==> src/rtl/layer_sequencer.sv <==
// layer_sequencer: runs cfg_num_layers layers on top_system (clear, start, wait busy/idle),
//   captures flagged acc lanes during each layer and drains them to the output BRAM.
// Latency: per layer 3 + t_wait + t_run + N_MACS cycles; all outputs registered.
// Backpressure: none; BRAM writes are unconditional, one per DRAIN cycle; a stalled
//   start is bounded by START_TIMEOUT.
// Ports: clk/rst (sync, active-high); go + cfg_* run request; sys_* handshake to
//   top_system; out_bram_* write port; busy/done/error/layer_idx status.
module layer_sequencer #(
  parameter int ACC_W         = 16,
  parameter int N_MACS        = 4,
  parameter int MEM_DEPTH     = 256,
  parameter int MAX_LAYERS    = 16,
  parameter int START_TIMEOUT = 64,
  localparam int AW = $clog2(MEM_DEPTH),
  localparam int LW = $clog2(MAX_LAYERS + 1)
) (
  input  logic                    clk,
  input  logic                    rst,
  input  logic                    go,
  input  logic [LW-1:0]           cfg_num_layers,
  input  logic [AW-1:0]           cfg_out_base,
  output logic                    sys_start,
  output logic                    sys_clear,
  input  logic                    sys_busy,
  input  logic [N_MACS*ACC_W-1:0] sys_acc,
  input  logic [N_MACS-1:0]       sys_valid,
  output logic [AW-1:0]           out_bram_addr,
  output logic                    out_bram_we,
  output logic [ACC_W-1:0]        out_bram_din,
  output logic                    busy,
  output logic                    done,
  output logic                    error,
  output logic [LW-1:0]           layer_idx
);

  localparam int JW = (N_MACS > 1) ? $clog2(N_MACS) : 1;
  localparam int TW = $clog2(START_TIMEOUT + 1);

  typedef enum logic [2:0] {
    S_IDLE, S_LAYER_CHK, S_CLEAR, S_START, S_WAIT_BUSY, S_RUN, S_DRAIN, S_DONE
  } state_e;

  state_e            state_q, state_d;
  logic [LW-1:0]     num_q, num_d;
  logic [LW-1:0]     layer_q, layer_d;
  logic [AW-1:0]     base_q, base_d;
  logic [TW-1:0]     tmo_q, tmo_d;
  logic [JW-1:0]     j_q, j_d;
  logic [ACC_W-1:0]  cap_q [N_MACS];
  logic [ACC_W-1:0]  cap_d [N_MACS];
  logic [N_MACS-1:0] capv_q, capv_d;
  logic              error_q, error_d;

  logic              start_q, clear_q, we_q, busy_q, done_q;
  logic [AW-1:0]     addr_q, addr_d;
  logic [ACC_W-1:0]  din_q, din_d;

  always_comb begin
    state_d = state_q;
    num_d   = num_q;
    layer_d = layer_q;
    base_d  = base_q;
    tmo_d   = tmo_q;
    j_d     = j_q;
    cap_d   = cap_q;
    capv_d  = capv_q;
    error_d = error_q;

    case (state_q)
      S_IDLE, S_DONE: begin
        if (go) begin
          num_d   = cfg_num_layers;
          base_d  = cfg_out_base;
          layer_d = '0;
          error_d = 1'b0;
          state_d = S_LAYER_CHK;
        end
      end
      S_LAYER_CHK: state_d = (layer_q == num_q) ? S_DONE : S_CLEAR;
      S_CLEAR: begin
        capv_d = '0;
        for (int i = 0; i < N_MACS; i++) cap_d[i] = '0;
        state_d = S_START;
      end
      S_START: begin
        tmo_d   = '0;
        state_d = S_WAIT_BUSY;
      end
      S_WAIT_BUSY: begin
        if (sys_busy) begin
          state_d = S_RUN;
        end else begin
          tmo_d = tmo_q + 1'b1;
          if (tmo_d == TW'(START_TIMEOUT)) begin
            error_d = 1'b1;
            state_d = S_DONE;
          end
        end
      end
      S_RUN: begin
        // Capture also applies on the cycle busy drops: the last valid_out can
        // coincide with the busy falling edge.
        for (int i = 0; i < N_MACS; i++) begin
          if (sys_valid[i]) begin
            cap_d[i]  = sys_acc[i*ACC_W +: ACC_W];
            capv_d[i] = 1'b1;
          end
        end
        if (!sys_busy) begin
          j_d     = '0;
          state_d = S_DRAIN;
        end
      end
      S_DRAIN: begin
        if (j_q == JW'(N_MACS - 1)) begin
          layer_d = layer_q + 1'b1;
          state_d = S_LAYER_CHK;
        end else begin
          j_d = j_q + 1'b1;
        end
      end
      default: state_d = S_IDLE;
    endcase

    // Output registers are loaded from next-state values so each strobe lines
    // up with the state it belongs to.
    addr_d = '0;
    din_d  = '0;
    if (state_d == S_DRAIN) begin
      addr_d = base_q + AW'(layer_q * N_MACS) + AW'(j_d);
      din_d  = capv_d[j_d] ? cap_d[j_d] : '0;
    end
  end

  always_ff @(posedge clk) begin
    if (rst) begin
      state_q <= S_IDLE;
      num_q   <= '0;
      layer_q <= '0;
      base_q  <= '0;
      tmo_q   <= '0;
      j_q     <= '0;
      capv_q  <= '0;
      error_q <= 1'b0;
      for (int i = 0; i < N_MACS; i++) cap_q[i] <= '0;
      start_q <= 1'b0;
      clear_q <= 1'b0;
      we_q    <= 1'b0;
      busy_q  <= 1'b0;
      done_q  <= 1'b0;
      addr_q  <= '0;
      din_q   <= '0;
    end else begin
      state_q <= state_d;
      num_q   <= num_d;
      layer_q <= layer_d;
      base_q  <= base_d;
      tmo_q   <= tmo_d;
      j_q     <= j_d;
      capv_q  <= capv_d;
      error_q <= error_d;
      for (int i = 0; i < N_MACS; i++) cap_q[i] <= cap_d[i];
      start_q <= (state_d == S_START);
      clear_q <= (state_d == S_CLEAR);
      we_q    <= (state_d == S_DRAIN);
      busy_q  <= !((state_d == S_IDLE) || (state_d == S_DONE));
      done_q  <= (state_d == S_DONE);
      addr_q  <= addr_d;
      din_q   <= din_d;
    end
  end

  assign sys_start     = start_q;
  assign sys_clear     = clear_q;
  assign out_bram_we   = we_q;
  assign out_bram_addr = addr_q;
  assign out_bram_din  = din_q;
  assign busy          = busy_q;
  assign done          = done_q;
  assign error         = error_q;
  assign layer_idx     = layer_q;

endmodule

==> config.mk <==
export PLATFORM = sky130hd
export DESIGN_NAME = layer_sequencer
export DESIGN_NICKNAME = d
export VERILOG_FILES = /design/src/rtl/layer_sequencer.sv
export SDC_FILE = /design/constraint.sdc
export NUM_CORES = 1
export LEC_CHECK = 0
export BUFFER_PORTS_ARGS = -buffer_cell sky130_fd_sc_hd__buf_2
export CORE_ASPECT_RATIO = 2
export CORE_MARGIN = 3
export CORE_UTILIZATION = 56
export CTS_BUF_LIST = sky130_fd_sc_hd__clkbuf_2 sky130_fd_sc_hd__clkbuf_4 sky130_fd_sc_hd__clkbuf_8
export CTS_CLUSTER_DIAMETER = 200
export DETAILED_ROUTE_END_ITERATION = 16
export PLACE_DENSITY = 0.81
export SLEW_MARGIN = 0
export SYNTH_ARGS = -nofsm -noshare
export SYNTH_HDL_FRONTEND = slang
export SYNTH_SLANG_ARGS = --single-unit
==> constraint.sdc <==
create_clock -name clk -period 3.8 [get_ports clk]
set_input_delay 0.38 -clock clk [delete_from_list [all_inputs] [get_ports clk]]
set_output_delay 0.38 -clock clk [all_outputs]
set_load 0.005 [all_outputs]
==> results of run 1 <==
==> layout by cell type (no fill, tap or decap), drive strengths merged, types with 12 or more instances in the layout <==
master	instances
a221oi	32
clkbuf	19
o21a	17
buf	132
nand2	20
mux2i	13
a211oi	35
a21oi	17
a22oi	65
o21ai	12
dfxtp	128
nor2	110
==> through the flow <==
step	area (µm²)	hold slack [ns]
after floorplan	5560	0.455
after global placement	6200	0.465
after detailed placement	6200	0.469
after CTS	6620	0.159
after global routing	6620	0.185
final	6620	0.176
==> state kept, by name, indices dropped and copies added (netlist names), 2 cells and up <==
signal / count
layer_idx: 5
capv_q: 4
state_q: 3
out_bram_addr: 8
tmo_q: 7
out_bram_din: 16
cap_q: 64
j_q: 2
num_q: 5
base_q: 8
==> power breakdown <==
part           switching [mW]  internal, mW  total [mW]  leakage, nW
Clock                   0.541         0.683        1.22        0.205
Combinational           0.682         0.384        1.07         1.45
Sequential              0.126          1.45        1.57         1.03
Total                    1.35          2.51        3.86         2.68
==> layout make-up <==
cell class,count,area (µm²)
repair buffers,132,693
fillers,779,2890
multi-input cells,420,2760
inverters,8,30.0
clock inverters,12,158
clock buffers,19,262
well taps,130,163
flip-flops and latches,128,2560
==> worst min-delay path by stage <==
stage | cells past startpoint | endpoint | slack, ns
after floorplan | 2 | capv_q[1] | 0.46
after global placement | 2 | capv_q[2] | 0.46
after detailed placement | 2 | capv_q[0] | 0.47
after CTS | 3 | base_q[1] | 0.16
after global routing | 3 | base_q[5] | 0.18
final | 3 | base_q[1] | 0.18
==> cells by family after synthesis <==
logic type | count (synthesis)
AOI/OAI and AO/OA | 200
xor gates and xnor gates | 16
adders and majority gates | 10
buffers and inverters | 55
DFF | 128
muxes | 13
and+or+nand+nor | 181
==> worst reg2reg max path, stage by stage, from the launching register on <==
cell,delay [ns]
dfxtp_1,0.80
nor3b_2,0.38
o21ai_0,0.18
nand2_1,0.19
inv_2,0.05
ha_1,0.20
fa_1,0.42
a21o_1,0.18
a21oi_1,0.22
o21bai_1,0.09
a21oi_1,0.22
xnor2_1,0.09
and2_1,0.16
==> per-layer routing <==
layer | vias to the layer above | GRT usage | share of wire
li1 | 2451 | - | -
met1 | 2454 | 0.265 | 0.35
met2 | 208 | 0.503 | 0.55
met3 | 53 | 0.0589 | 0.048
met4 | 0 | 0.179 | 0.051
met5 | - | 0 | 0
==> flow_metrics.env, run 1 <==
export IMPL_status="finished clean"
export IMPL_ios=120
export IMPL_holdBufCountCts=0
export IMPL_n_antenna_cell=0
export IMPL_dpl_worst_slack_ns=0.661
export IMPL_p_leak_nw=2.68
export IMPL_final_setup_skew_ns=0.0113
export IMPL_cts_repair_resized=0
export IMPL_cts_reportedPaths_clkPinSlew_ns=0.08
export IMPL_cp_end_kind="register"
export IMPL_critPathArrivalTime_ns=3.60
export IMPL_drtPass1Iterations=5
export IMPL_startpoint="state_q[2]"
export IMPL_final_setup_worst_slack_ns=0.532
export IMPL_synth_edf_count=0
export IMPL_synth_common_cells="128 x dfxtp_1, 109 x nor2_1, 65 x a22oi_1"
export IMPL_overflow=0
export IMPL_synth_main_ff_cell="dfxtp_1"
export IMPL_drv_cap=0
export IMPL_drv_slew=0
export IMPL_synth_top_family_by_area="compound AO/OA/AOI/OAI gates"
export IMPL_reg2regPathDepth=12
export IMPL_vdd_drop_max_mv=0.424
export IMPL_fmax_mhz=306
export IMPL_setup_tns_ns=0
export IMPL_route_detailed_wl_per_inst_um=17.9
export IMPL_worstPathRequired_ns=4.14
export IMPL_hold_viol_final=0
export IMPL_cts_setup_buffers=0
export IMPL_drtAntennaViolNets=0
export IMPL_start_kind="register"
export IMPL_crit_fanout=25
export IMPL_syn2layout_area_growth_pct=19.2
export IMPL_worst_skew_pair_late_latency_ns=0.44
export IMPL_start_util=0.585
export IMPL_cts_root_buf="clkbuf_8"
export IMPL_clk_path_buf_depth=2
export IMPL_fp_dieArea_um2=11200
export IMPL_die_w_um=76.5
export IMPL_path_depth=12
export IMPL_coreArea_um2=9510
export IMPL_yosys_area_share_simple=0.152
export IMPL_hold_path_class="in2reg"
export IMPL_setup_violations=0
export IMPL_vias=5166
export IMPL_path_delay_family="compound AO/OA/AOI/OAI gates"
export IMPL_crit_path_end="out_bram_addr[6]"
export IMPL_r2r_start="state_q[2]"
export IMPL_max_stage_delay_ns=0.80
export IMPL_synth_distinct_cells=54
export IMPL_synth_top_area_frac=0.461
export IMPL_max_slew_margin=0.341
export IMPL_worstMarginPinSlew_ns=0.989
export IMPL_final_util=0.697
export IMPL_synth_xor_area_frac=0.0252
export IMPL_hpwlAfterDp_mm=10.9
export IMPL_routed_via_density=6.08
export IMPL_synth_compound_area_frac=0.269
export IMPL_htreeDepth=4
export IMPL_ys_top_cells_by_area="dfxtp_1 46%, a22oi_1 8.8%, nor2_1 7.4%"
export IMPL_worstHoldStart="cfg_out_base[1]"
export IMPL_crit_type="reg2reg"
export IMPL_synth_seq_cells=128
export IMPL_async_flop_share=0
export IMPL_cp_cell_sequence="nor3b_2, o21ai_0, nand2_1, inv_2, ha_1, fa_1, a21o_1, a21oi_1, o21bai_1, a21oi_1, xnor2_1, and2_1"
export IMPL_avgSynthCellArea_um2=9.22
export IMPL_clock_sinks=128
export IMPL_finalCriticalPeriod_ns=3.27
export IMPL_drc=0
export IMPL_syn_cell_area_um2=5560
export IMPL_path_common_cell="a21oi_1"
export IMPL_rrSetupSlack_ns=0.53
export IMPL_synth_area_leader_cell="dfxtp_1"
export IMPL_first_iter_violations=276
export IMPL_drive_gt1_frac=0.246
export IMPL_fin_crit_sh=0.860
export IMPL_worst_path_buf_inv=1
export IMPL_power_mw=3.86
export IMPL_rsz0062_at_grt="false"
export IMPL_syn_nets=698
export IMPL_yosysMostFrequentCell="dfxtp_1"
export IMPL_final_cells=849
export IMPL_r2r_end="out_bram_addr[6]"
export IMPL_cts_buffers=17
export IMPL_grt_util_all_layers=0.272
export IMPL_die_h_um=147
export IMPL_grt_max_degree=97
export IMPL_antenna_found_initial=0
export IMPL_cts_tree="done"
export IMPL_placed_cells=818
export IMPL_io_buffers=119
export IMPL_synthAdderAreaFrac=0.0239
export IMPL_yosysWarnings=0
export IMPL_cp_slowest_cell="dfxtp_1"
export IMPL_wl_mm=15.2
export IMPL_gp_congestion=0.892
export IMPL_ys_seq_area_frac=0.461
export IMPL_synth_mux_area_frac=0.0234
export IMPL_rows=50
export IMPL_synth_cells=603
export IMPL_nNetsFinal=802
export IMPL_grt_pass1_vias=5145
export IMPL_grt_pass1_wl_mm=24.4
export IMPL_p_per_area_nw_per_um2=583
Note: power is estimated with default switching activity, not from simulation.
==> run 2: changes to the inputs <==
--- a/config.mk
+++ b/config.mk
@@ -6,7 +6,7 @@
 export NUM_CORES = 1
 export LEC_CHECK = 0
 export BUFFER_PORTS_ARGS = -buffer_cell sky130_fd_sc_hd__buf_2
-export CORE_ASPECT_RATIO = 2
+export CORE_ASPECT_RATIO = 1.4
 export CORE_MARGIN = 3
 export CORE_UTILIZATION = 56
 export CTS_BUF_LIST = sky130_fd_sc_hd__clkbuf_2 sky130_fd_sc_hd__clkbuf_4 sky130_fd_sc_hd__clkbuf_8
==> flow_metrics.env, run 2 (synthesized netlist as in run 1, its figures left out) <==
export IMPL_first_iter_violations=309
export IMPL_startpoint="state_q[2]"
export IMPL_clock_sinks=128
export IMPL_hold_viol_final=0
export IMPL_rsz0062_at_grt="false"
export IMPL_finalCriticalPeriod_ns=3.31
export IMPL_vdd_drop_max_mv=0.351
export IMPL_seq_power_share=0.414
export IMPL_worstMarginPinSlew_ns=1.01
export IMPL_io_buffers=119
export IMPL_overflow=0
export IMPL_reg2regPathDepth=11
export IMPL_vias=5125
export IMPL_rows=42
export IMPL_gp_congestion=0.849
export IMPL_drv_cap=0
export IMPL_htreeDepth=4
export IMPL_setup_violations=0
export IMPL_max_slew_margin=0.329
export IMPL_combinationalPowerShare=0.279
export IMPL_cts_buffers=17
export IMPL_placed_cells=820
export IMPL_grt_util_all_layers=0.263
export IMPL_pwr_share_clk=0.307
export IMPL_final_common_cell="dfxtp_1"
export IMPL_final_cells=852
export IMPL_fmax_mhz=302
export IMPL_p_switching_mw=1.33
export IMPL_grt_max_degree=97
export IMPL_cts_tree="done"
export IMPL_ios=120
export IMPL_rrSetupSlack_ns=0.49
export IMPL_drv_slew=0
export IMPL_drtPass1Iterations=6
export IMPL_cts_repair_resized=0
export IMPL_start_util=0.581
export IMPL_route_detailed_wl_per_inst_um=17.2
export IMPL_cp_end_kind="register"
export IMPL_grt_pass1_vias=4837
export IMPL_drtAntennaViolNets=0
export IMPL_status="finished clean"
export IMPL_hold_path_class="in2reg"
export IMPL_cts_root_buf="clkbuf_8"
export IMPL_final_setup_skew_ns=0.0106
export IMPL_routed_via_density=6.02
export IMPL_crit_fanout=25
export IMPL_holdBufCountCts=0
export IMPL_syn2layout_area_growth_pct=18.8
export IMPL_critPathArrivalTime_ns=3.64
export IMPL_coreArea_um2=9560
export IMPL_nNetsFinal=802
export IMPL_p_leak_nw=2.67
export IMPL_clk_path_buf_depth=2
export IMPL_final_util=0.691
export IMPL_setup_tns_ns=0
export IMPL_fp_dieArea_um2=11200
export IMPL_cts_setup_buffers=0
export IMPL_n_antenna_cell=0
export IMPL_largest_register_ffs=64
export IMPL_crit_path_end="out_bram_addr[7]"
export IMPL_cts_reportedPaths_clkPinSlew_ns=0.08
export IMPL_worstPathRequired_ns=4.13
export IMPL_p_int_mw=2.44
export IMPL_r2r_start="state_q[2]"
export IMPL_start_kind="register"
export IMPL_r2r_end="out_bram_addr[7]"
export IMPL_die_h_um=124
export IMPL_fin_crit_sh=0.872
export IMPL_netSwitchingFraction=0.353
export IMPL_antenna_found_initial=0
export IMPL_max_flop_register="cap_q"
export IMPL_p_per_area_nw_per_um2=572
export IMPL_crit_type="reg2reg"
export IMPL_worst_skew_pair_late_latency_ns=0.44
export IMPL_mostFrequentLayoutCells="128 x dfxtp_1, 119 x buf_2, 105 x nor2_1"
export IMPL_grt_pass1_wl_mm=23.0
export IMPL_die_w_um=90.2
export IMPL_wl_mm=14.6
export IMPL_hpwlAfterDp_mm=10.2
export IMPL_drive_gt1_frac=0.247
export IMPL_drc=0
==> run 2: cell count changes in the layout (fill, tap and decap cells not counted), sizes merged <==
cell	previous run	this run
bufinv	3	2
clkinvlp	3	6
inv	10	9
==> run 2: metrics by stage <==
step / setup slack (ns) / hold WS (ns) / power (mW) / cell area [µm²]
after floorplan: 1.02 / 0.455 / 2.35 / 5560
after global placement: 0.810 / 0.466 / 2.60 / 6210
after detailed placement: 0.639 / 0.468 / 2.63 / 6210
after CTS: 0.590 / 0.162 / 3.78 / 6610
after global routing: 0.199 / 0.167 / 3.97 / 6610
final: 0.487 / 0.175 / 3.78 / 6610
==> run 2: per-layer routing <==
layer / share of wire / global-route usage / vias up / wire length (µm)
met5: 0 / 0 / - / 0
met3: 0.065 / 0.0773 / 40 / 944
met1: 0.39 / 0.287 / 2427 / 5720
met2: 0.51 / 0.466 / 204 / 7450
li1: - / - / 2454 / -
met4: 0.034 / 0.138 / 0 / 500
==> run 2: critical path: stages (launching register included) <==
cell and delay [ns]:
dfxtp_1 0.77, nor3b_2 0.39, nand2b_1 0.16, o21a_1 0.17, inv_2 0.17, ha_1 0.33, a21o_1 0.16, a21oi_1 0.22
o21ai_0 0.19, o41ai_1 0.38, xnor2_1 0.11, and2_1 0.16
==> run 2: power by group through the flow <==
stage	logic (mW)	registers [mW]	clock network, mW
floorplan	0.826	1.52	0
global placement	1.01	1.58	0
detailed placement	1.04	1.59	0
CTS	1.05	1.56	1.17
global route	1.15	1.58	1.23
finish	1.05	1.56	1.16
==> run 2: worst min path at each step <==
stage | from | end | slack, ns | cells after the start
2_1_floorplan | capv_q[1] | capv_q[1] | 0.46 | 2
3_3_place_gp | capv_q[2] | capv_q[2] | 0.47 | 2
3_5_place_dp | capv_q[0] | capv_q[0] | 0.47 | 2
4_1_cts | cfg_out_base[0] | base_q[0] | 0.16 | 3
5_1_grt | cfg_out_base[0] | base_q[0] | 0.17 | 3
6_report | cfg_out_base[0] | base_q[0] | 0.18 | 3
==> run 2: final cells by class <==
type,count,area (µm²)
fillers,801,2960
multi-input cells,420,2760
flip-flops and latches,128,2560
repair buffers,132,693
clock buffers,19,262
well taps,132,165
clock inverters,13,138
inverters,8,30.0
==> run 3: changes to the inputs <==
--- a/config.mk
+++ b/config.mk
@@ -5,14 +5,16 @@
 export SDC_FILE = /design/constraint.sdc
 export NUM_CORES = 1
 export LEC_CHECK = 0
+export ABC_AREA = 1
+export ABC_CLOCK_PERIOD_IN_PS = 3800
 export BUFFER_PORTS_ARGS = -buffer_cell sky130_fd_sc_hd__buf_2
 export CORE_ASPECT_RATIO = 1.4
 export CORE_MARGIN = 3
-export CORE_UTILIZATION = 56
+export CORE_UTILIZATION = 58
 export CTS_BUF_LIST = sky130_fd_sc_hd__clkbuf_2 sky130_fd_sc_hd__clkbuf_4 sky130_fd_sc_hd__clkbuf_8
 export CTS_CLUSTER_DIAMETER = 200
 export DETAILED_ROUTE_END_ITERATION = 16
-export PLACE_DENSITY = 0.81
+export PLACE_DENSITY = 0.82
 export SLEW_MARGIN = 0
 export SYNTH_ARGS = -nofsm -noshare
 export SYNTH_HDL_FRONTEND = slang
==> flow_metrics.env, run 3 <==
export IMPL_fmax_mhz=332
export IMPL_max_stage_delay_ns=0.49
export IMPL_r2r_end="out_bram_addr[6]"
export IMPL_crit_path_end="out_bram_addr[6]"
export IMPL_die_h_um=131
export IMPL_grt_util_all_layers=0.257
export IMPL_cts_reportedPaths_clkPinSlew_ns=0.07
export IMPL_cts_root_buf="clkbuf_8"
export IMPL_cts_buffers=17
export IMPL_ios=120
export IMPL_syn_cell_area_um2=6480
export IMPL_hpwlAfterDp_mm=10.8
export IMPL_hold_path_class="in2reg"
export IMPL_vdd_drop_max_mv=0.437
export IMPL_worstPathRequired_ns=4.12
export IMPL_n_antenna_cell=0
export IMPL_crit_fanout=19
export IMPL_ys_top_cells_by_area="dfxtp_1 40%, nand2_1 12%, o21ai_0 11%"
export IMPL_overflow=0
export IMPL_synth_area_leader_cell="dfxtp_1"
export IMPL_htreeDepth=4
export IMPL_synth_main_ff_cell="dfxtp_1"
export IMPL_grt_max_degree=83
export IMPL_largest_register_ffs=64
export IMPL_p_per_area_nw_per_um2=499
export IMPL_holdBufCountCts=0
export IMPL_synth_edf_count=0
export IMPL_cp_end_kind="register"
export IMPL_vias=6308
export IMPL_synth_common_cells="210 x nand2_1, 162 x inv_1, 144 x o21ai_0"
export IMPL_synth_top_area_frac=0.395
export IMPL_first_iter_violations=405
export IMPL_cp_cell_sequence="nand3_4, nor2_2, inv_2, a22oi_4, inv_4, fa_1, nand2_1, inv_1, o21ai_0, a21oi_1, o21ai_0, a21o_1, a21oi_1"
export IMPL_mostFrequentLayoutCells="210 x nand2_1, 162 x inv_1, 144 x o21ai_0"
export IMPL_worstHoldStart="cfg_out_base[4]"
export IMPL_crit_type="reg2reg"
export IMPL_p_leak_nw=3.21
export IMPL_hold_viol_final=0
export IMPL_start_kind="register"
export IMPL_yosysMostFrequentCell="nand2_1"
export IMPL_worst_skew_pair_late_latency_ns=0.44
export IMPL_cts_setup_buffers=0
export IMPL_finalCriticalPeriod_ns=3.01
export IMPL_ys_seq_area_frac=0.395
export IMPL_wl_mm=15.7
export IMPL_drc=0
export IMPL_max_slew_margin=0.253
export IMPL_drv_slew=0
export IMPL_rrSetupSlack_ns=0.79
export IMPL_max_flop_register="cap_q"
export IMPL_grt_pass1_wl_mm=25.7
export IMPL_clock_sinks=128
export IMPL_setup_violations=0
export IMPL_hold_depth=3
export IMPL_cts_repair_resized=0
export IMPL_critPathArrivalTime_ns=3.33
export IMPL_cp_slowest_cell="dfxtp_1"
export IMPL_fp_dieArea_um2=12500
export IMPL_final_setup_skew_ns=0.00568
export IMPL_syn_nets=1083
export IMPL_status="finished clean"
export IMPL_route_detailed_wl_per_inst_um=12.7
export IMPL_drive_gt1_frac=0.173
export IMPL_coreArea_um2=10900
export IMPL_final_common_cell="nand2_1"
export IMPL_die_w_um=95.4
export IMPL_drv_cap=0
export IMPL_reg2regPathDepth=13
export IMPL_synth_seq_cells=128
export IMPL_clk_path_buf_depth=2
export IMPL_rsz0062_at_grt="false"
export IMPL_nNetsFinal=1178
export IMPL_gp_congestion=0.855
export IMPL_r2r_start="state_q[2]"
export IMPL_cts_tree="done"
export IMPL_setup_tns_ns=0
export IMPL_grt_pass1_vias=5760
export IMPL_fillers=969
export IMPL_rows=45
export IMPL_synth_cells=988
export IMPL_antenna_found_initial=0
export IMPL_syn2layout_area_growth_pct=15.1
export IMPL_avgSynthCellArea_um2=6.56
export IMPL_worstMarginPinSlew_ns=1.12
export IMPL_drtPass1Iterations=5
export IMPL_io_buffers=119
export IMPL_fin_crit_sh=0.792
export IMPL_drtAntennaViolNets=0
export IMPL_final_util=0.686
export IMPL_yosysWarnings=0
export IMPL_synth_distinct_cells=37
export IMPL_startpoint="state_q[2]"
export IMPL_async_flop_share=0
export IMPL_routed_via_density=5.10
export IMPL_start_util=0.597
-- run 3: cell count changes in the layout (fill, tap and decap cells not counted), moves of 19 or more --
cell,previous run,this run
a21oi_1,17,64
o21ai_1,0,37
a211oi_1,34,2
inv_1,6,162
nand2_1,20,210
nand3_1,3,22
o21ai_0,11,144
a221oi_1,32,1
a22oi_1,65,0
-- run 3: area by class of cell --
class | count | area, µm² | area share
Timing Repair Buffer | 123 | 626 | 0.0839
Clock buffer | 21 | 283 | 0.0379
Sequential cell | 128 | 2560 | 0.344
Clock inverter | 11 | 136 | 0.0183
Inverter | 177 | 667 | 0.0894
Tap cell | 141 | 176 | 0.0236
Multi-Input combinational cell | 636 | 3010 | 0.403
-- run 3: critical path, delay by kind of cell (launching register included) --
kind | cells | cell delay (ns)
flops | 1 | 0.49
buf+inv | 3 | 0.33
simple gates | 3 | 0.35
compound gates | 6 | 1.26
fa+ha+maj | 1 | 0.45
-- run 3: cell families after synthesis --
family / Yosys count / synth area share
buffers and inverters: 224 / 0.141
adders and majority gates: 10 / 0.0205
xor gates and xnor gates: 2 / 0.00270
DFF: 128 / 0.395
and+or+nand+nor: 360 / 0.224
AOI/OAI and AO/OA: 264 / 0.217
-- run 3: how the worst min path moves through the flow --
| stage | slack, ns | endpoint |
|---|---|---|
| 2_1_floorplan | 0.44 | num_q[0] |
| 3_3_place_gp | 0.45 | error |
| 3_5_place_dp | 0.46 | error |
| 4_1_cts | 0.15 | base_q[5] |
| 5_1_grt | 0.16 | base_q[5] |
| 6_report | 0.16 | base_q[4] |
-- run 3: power by group --
part / total [mW] / internal [mW] / switching [mW] / leakage (nW)
registers: 1.53 / 1.45 / 0.0784 / 1.04
logic: 0.980 / 0.288 / 0.692 / 1.96
clock network: 1.22 / 0.702 / 0.514 / 0.219
total: 3.72 / 2.44 / 1.28 / 3.21
-- run 3: per-layer routing --
| layer | share of wire | vias to the layer above | track usage | wire [µm] |
|---|---|---|---|---|
| li1 | - | 3287 | - | - |
| met1 | 0.42 | 2787 | 0.313 | 6620 |
| met2 | 0.48 | 192 | 0.425 | 7620 |
| met3 | 0.060 | 42 | 0.0504 | 937 |
| met4 | 0.035 | 0 | 0.123 | 544 |
| met5 | 0 | - | 0 | 0 |
-- run 3: metrics by stage --
step	instances	cell area, µm²	setup slack [ns]	hold slack, ns	total power, mW
4_1_cts	1237	7460	0.831	0.149	3.74
6_report	1237	7460	0.792	0.160	3.72
3_3_place_gp	1205	7040	0.981	0.446	2.51
3_5_place_dp	1205	7040	0.908	0.456	2.53
2_1_floorplan	988	6480	1.20	0.445	2.31
5_1_grt	1237	7460	0.564	0.158	3.96
